File: config.mk
export PLATFORM = sky130hd
export DESIGN_NAME = dcm_lock_sequencer
export DESIGN_NICKNAME = d
export VERILOG_FILES = /design/src/rtl/dcm_lock_sequencer.sv
export SDC_FILE = /design/constraint.sdc
export NUM_CORES = 1
export LEC_CHECK = 0
export CAP_MARGIN = 10
export CORE_MARGIN = 3
export CORE_UTILIZATION = 59
export DETAILED_ROUTE_END_ITERATION = 10
export PLACE_DENSITY = 0.93
export RECOVER_POWER = 50
export SLEW_MARGIN = 10
export SYNTH_ARGS = -nofsm -noshare
export SYNTH_HDL_FRONTEND = slang
export SYNTH_SLANG_ARGS = --single-unit
File: constraint.sdc
create_clock -name Clk_In -period 5.1 [get_ports Clk_In]
set_input_delay 1.02 -clock Clk_In [delete_from_list [all_inputs] [get_ports Clk_In]]
set_output_delay 1.02 -clock Clk_In [all_outputs]
set_load 0.1 [all_outputs]
File: src/rtl/dcm_lock_sequencer.sv
// dcm_lock_sequencer: reset/lock bring-up sequencer for two cascaded DCM_SP stages
// Ports: Clk_In/Rst_N clock and async active-low reset; Restart re-runs the sequence;
//        Dcm{1,2}_Locked/Status raw DCM indications; Dcm{1,2}_Rst DCM resets;
//        Clocks_Ready both stages settled; Fault retries exhausted; Retry_Count failed attempts.
// Option: DCM_STATUS_MON_EN treats STATUS[1]/[2] (input/output clock stopped) as a lock drop.
module dcm_lock_sequencer #(
  parameter int RST_CYCLES    = 4,
  parameter int SETTLE_CYCLES = 16,
  parameter int LOCK_TIMEOUT  = 250000,
  parameter int MAX_RETRIES   = 3,
  parameter int CNT_W         = 18
) (
  input  logic       Clk_In,
  input  logic       Rst_N,
  input  logic       Restart,
  input  logic       Dcm1_Locked,
  input  logic [7:0] Dcm1_Status,
  input  logic       Dcm2_Locked,
  input  logic [7:0] Dcm2_Status,
  output logic       Dcm1_Rst,
  output logic       Dcm2_Rst,
  output logic       Clocks_Ready,
  output logic       Fault,
  output logic [1:0] Retry_Count
);
  typedef enum logic [2:0] {RST_ALL, WAIT1, SETTLE1, WAIT2, SETTLE2, READY, FAULT} state_t;
  localparam logic [CNT_W-1:0] RST_END = CNT_W'(RST_CYCLES - 1);
  localparam logic [CNT_W-1:0] SET_END = CNT_W'(SETTLE_CYCLES - 1);
  localparam logic [CNT_W-1:0] TO_END  = CNT_W'(LOCK_TIMEOUT - 1);
  state_t           state_q, state_d;
  logic [CNT_W-1:0] timer_q, timer_d;
  logic [17:0]      meta_q, sync_q;
  logic [1:0]       retry_q, retry_d;
  logic             dcm1_rst_q, dcm1_rst_d, dcm2_rst_q, dcm2_rst_d;
  logic             ready_q, ready_d, fault_q, fault_d;
  logic             lock1, lock2, bad1, bad2, ok1, ok2, fail;
  logic [7:0]       st1, st2;
  logic             unused_status;
  assign {st2, st1, lock2, lock1} = sync_q;
`ifdef DCM_STATUS_MON_EN
  assign bad1 = st1[1] | st1[2];
  assign bad2 = st2[1] | st2[2];
`else
  assign bad1 = 1'b0;
  assign bad2 = 1'b0;
`endif
  assign unused_status = ^{st1, st2};
  assign ok1 = lock1 & ~bad1;
  assign ok2 = lock2 & ~bad2;
  always_comb begin
    state_d = state_q;
    fail    = 1'b0;
    case (state_q)
      RST_ALL: state_d = (timer_q == RST_END) ? WAIT1 : RST_ALL;
      WAIT1:   if (lock1) state_d = SETTLE1; else fail = (timer_q == TO_END);
      SETTLE1: if (!ok1) fail = 1'b1; else if (timer_q == SET_END) state_d = WAIT2;
      WAIT2:   if (!ok1) fail = 1'b1; else if (lock2) state_d = SETTLE2; else fail = (timer_q == TO_END);
      SETTLE2: if (!(ok1 && ok2)) fail = 1'b1; else if (timer_q == SET_END) state_d = READY;
      READY:   fail = !(ok1 && ok2);
      default: state_d = FAULT;
    endcase
    retry_d = retry_q;
    if (fail) begin
      retry_d = (retry_q == 2'd3) ? 2'd3 : retry_q + 2'd1;
      state_d = (int'(retry_q) + 1 < MAX_RETRIES) ? RST_ALL : FAULT;
    end
    if (Restart) begin
      state_d = RST_ALL;
      retry_d = 2'd0;
    end else if (state_d == READY) begin
      retry_d = 2'd0;
    end
    // Any entry, including a Restart re-entry of RST_ALL, restarts the timer.
    timer_d    = (Restart || state_d != state_q) ? '0 : (&timer_q ? timer_q : timer_q + 1'b1);
    dcm1_rst_d = state_d inside {RST_ALL, FAULT};
    dcm2_rst_d = !(state_d inside {WAIT2, SETTLE2, READY});
    // Ready lags READY entry by one cycle but drops on the same edge the state leaves.
    ready_d    = (state_q == READY) && (state_d == READY);
    fault_d    = (state_d == FAULT);
  end
  always_ff @(posedge Clk_In or negedge Rst_N) begin
    if (!Rst_N) begin
      state_q    <= RST_ALL;
      timer_q    <= '0;
      meta_q     <= '0;
      sync_q     <= '0;
      retry_q    <= 2'd0;
      dcm1_rst_q <= 1'b1;
      dcm2_rst_q <= 1'b1;
      ready_q    <= 1'b0;
      fault_q    <= 1'b0;
    end else begin
      state_q    <= state_d;
      timer_q    <= timer_d;
      meta_q     <= {Dcm2_Status, Dcm1_Status, Dcm2_Locked, Dcm1_Locked};
      sync_q     <= meta_q;
      retry_q    <= retry_d;
      dcm1_rst_q <= dcm1_rst_d;
      dcm2_rst_q <= dcm2_rst_d;
      ready_q    <= ready_d;
      fault_q    <= fault_d;
    end
  end
  assign Dcm1_Rst     = dcm1_rst_q;
  assign Dcm2_Rst     = dcm2_rst_q;
  assign Clocks_Ready = ready_q;
  assign Fault        = fault_q;
  assign Retry_Count  = retry_q;
endmodule

==> summary.txt <==
Setup bufs post-CTS - 0
Distinct cells, synth - 56
Placed Instances - 254
Register bit total from synthesis - 31
Number of flops mapped to enable cells by yosys - 0
Post-Synthesis Cells - 211
Tightest Pin Transition - 1.603 ns
Critical Path Max Stage Delay - 1.19 ns
Number of global-route vias before repair - 1568
Synth top area share - 35.52%
Max clock buf depth - 2
Post-route ant nets - 0
Max_slew headroom - -6.894%
Pwr per Cell Area - 230.3 nW/um^2
Max Cap Viol - 1
Pin count of the biggest net entering global routing - 32
Initial antenna violation count - 0
Max Fclk - 0.3266 GHz
Min setup slack post-route - 2.038 ns
Worst EP arrival - 2.04 ns
Synth async-reset ratio - 100.0%
Clock root cell - clkbuf_4
WHS - 0.3557 ns
Finished Layout Cells - 262
Vias per Instance - 6.378
Row count - 20
Final routed DRC violation total - 0
Mean area per synthesized cell - 9.683 sq um
Hold path startpoint - meta_q[0]
GRT overflow - 0
Maximum VDD drop - 0.1864 mV
Worst hold stages - 0
Starting Density - 64.29%
I/O Pins - 27
Synth Cell Area - 2043 sq um
Detailed Routing Iterations Pass 1 - 4
Clock latency on the worst-skew pair - 0.34 ns
Count leader, synth - dfrtp_1
Worst setup EP type - primary output
Htree depth - 2
RR Endpoint - timer_q[2]
RD Place Congestion - 0.9219
Reg2reg start - timer_q[0]
Status - finished, violations left
Setup TNS - 0 ns
Syn nets - 233
Final setup violating endpoints - 0
Failing checks - capacitance limit, slew limit
Routed len/inst - 15.73 um
RSZ-0062 raised after global routing - false
Global-route wire length before repair - 7.031 mm
Die area - 4205 sq um
# port buffers - 10
Vias - 1671
Post-synth top cells - dfrtp_1, nand2_1, nor3_1
Final #Nets - 239
Clock-pin slew on the worst setup and hold paths - 0.10 ns
Layout cells sized above 1 - 15.60%
Detailed router's first-iteration violation count - 130
Fin Clk Skew - 0.007369 ns
Layout fillers - 264
Worst path bufs/invs - 1
Die X - 64.85 um
Final Max Slew Viols - 32
Tot GR Track Use - 21.45%
Fin crit period - 3.062 ns
Post-DP HPWL - 2.895 mm
Final Hold Violating Endpoints - 0
Worst r2r path cells - 6
Post-synth top flop - dfrtp_1
Seq/Total Area, Yosys - 38.09%
Cts bufs inserted - 5
CTS tree - yes
Slowest CP cell - clkdlybuf4s50_1
CP max FO - 9
CP Cell Sequence - clkdlybuf4s50_1
Routed WL - 4.122 mm
Top post-synthesis cells by area - dfrtp_1, nor3_2, nand2_1, xor2_1, and4_1
Hold Crit Class - flip-flop to flip-flop
Crit path max-delay family - buffers and inverters
Worst-case hold path end point - sync_q[0]
Flop-to-flop setup slack - 2.67 ns
Post-synth top area cell - dfrtp_1
Synthesis warning total - 0
Crit Path Category - flip-flop to primary output
Die Ht - 64.85 um
Leakage power - 0.9264 nW
Clock sinks - 31
P&R area growth vs syn - 7.104%
Antenna cells - 0
PostCTS Resize Cnt - 0
Period utilisation layout - 60.03%
Hold Buf Count CTS - 0
Utilization after layout - 68.86%
Core ar. - 3178 sq um
Worst EP required - 4.08 ns
Startpoint Class - flip-flop
Pre-CTS setup slack - 1.977 ns
-- metal layers --
metal | GRT usage (%) | routed length, um | share of wire (%)
met2 | 35.12 | 1984 | 48
met4 | 9.499 | 72 | 1.7
met1 | 26.61 | 1863 | 45
met5 | 0 | 0 | 0
met3 | 5.373 | 201 | 4.9
-- layout make-up --
cell class	instances	area, sq um	area share (%)
Clock buffer	7	65.06	2.973
Clock inverter	1	7.507	0.3431
Inverter	4	15.01	0.6861
Multi-Input combinational cell	164	1164	53.17
Sequential cell	31	778.2	35.56
Tap cell	44	55.05	2.516
Timing Repair Buffer	11	103.9	4.746
-- state kept, by name, indices dropped and copies added, names as in the netlist --
signal,count
timer_q,18
Clocks_Ready,1
sync_q,2
meta_q,2
Dcm2_Rst,1
Dcm1_Rst,1
Fault,1
Retry_Count,2
state_q,3
-- stage by stage --
step                total power, mW  area, sq um
floorplan                    0.3250         2043
global placement             0.3391         2120
CTS                          0.5101         2192
finish                       0.5041         2188
detailed placement           0.3416         2120
global route                 0.5301         2188
-- logic make-up (layout without fill, tap and decap cells) --
| group | Yosys count | after routing | synth area share, % |
|---|---|---|---|
| buffers and inverters | 16 | 23 | 4.959 |
| adder cells (fa/ha/maj) | 1 | 1 | 0.6123 |
| AND/OR/NAND/NOR | 107 | 107 | 34.60 |
| flip-flops | 31 | 31 | 38.09 |
| multiplexers | 5 | 5 | 2.572 |
| AO/OA/AOI/OAI | 39 | 39 | 14.02 |
| XOR/XNOR | 12 | 12 | 5.144 |
-- layout by cell type (no fill, tap or decap), types with 2 or more instances in the layout --
cell type        instances
nand3_1                  9
dfstp_2                  2
xnor2_1                  4
and3_1                   8
and4_1                   7
or2_1                    2
nor3_1                  11
clkdlybuf4s50_1          7
nand2b_1                 4
nand2_1                 19
a31o_2                   2
a31oi_1                  3
dfrtp_1                 29
nor4_1                   3
a21oi_1                  9
mux2i_1                  3
nor4_4                   2
nand3b_1                 2
dlygate4sd3_1            3
inv_1                    3
clkbuf_4                 5
nand4_1                  8
o21ai_0                  3
o211ai_1                 6
nor2b_1                  3
a2111oi_0                2
o31ai_1                  2
a211o_1                  2
and2_1                   4
nor3_2                  10
nor2_1                   6
clkbuf_8                 2
xor2_1                   8
mux2_2                   2
-- where the power goes --
part           switching, mW  internal, mW
clock network         0.0884        0.0805
logic                 0.0432        0.0238
registers             0.0135         0.255
total                  0.145         0.359
-- how the worst max path moves through the flow --
stage | startpoint | endpoint | slack, ns | cells past startpoint
final | Retry_Count[1] | Retry_Count[1] | 2.04 | 1
after global routing | Retry_Count[1] | Retry_Count[1] | 1.98 | 1
after global placement | Restart | timer_q[2] | 2.01 | 6
after floorplan | Restart | timer_q[0] | 2.91 | 6
after detailed placement | Restart | timer_q[15] | 1.98 | 6
after CTS | Retry_Count[1] | Retry_Count[1] | 2.02 | 1
No activity file was read; power rests on OpenSTA's default activity.
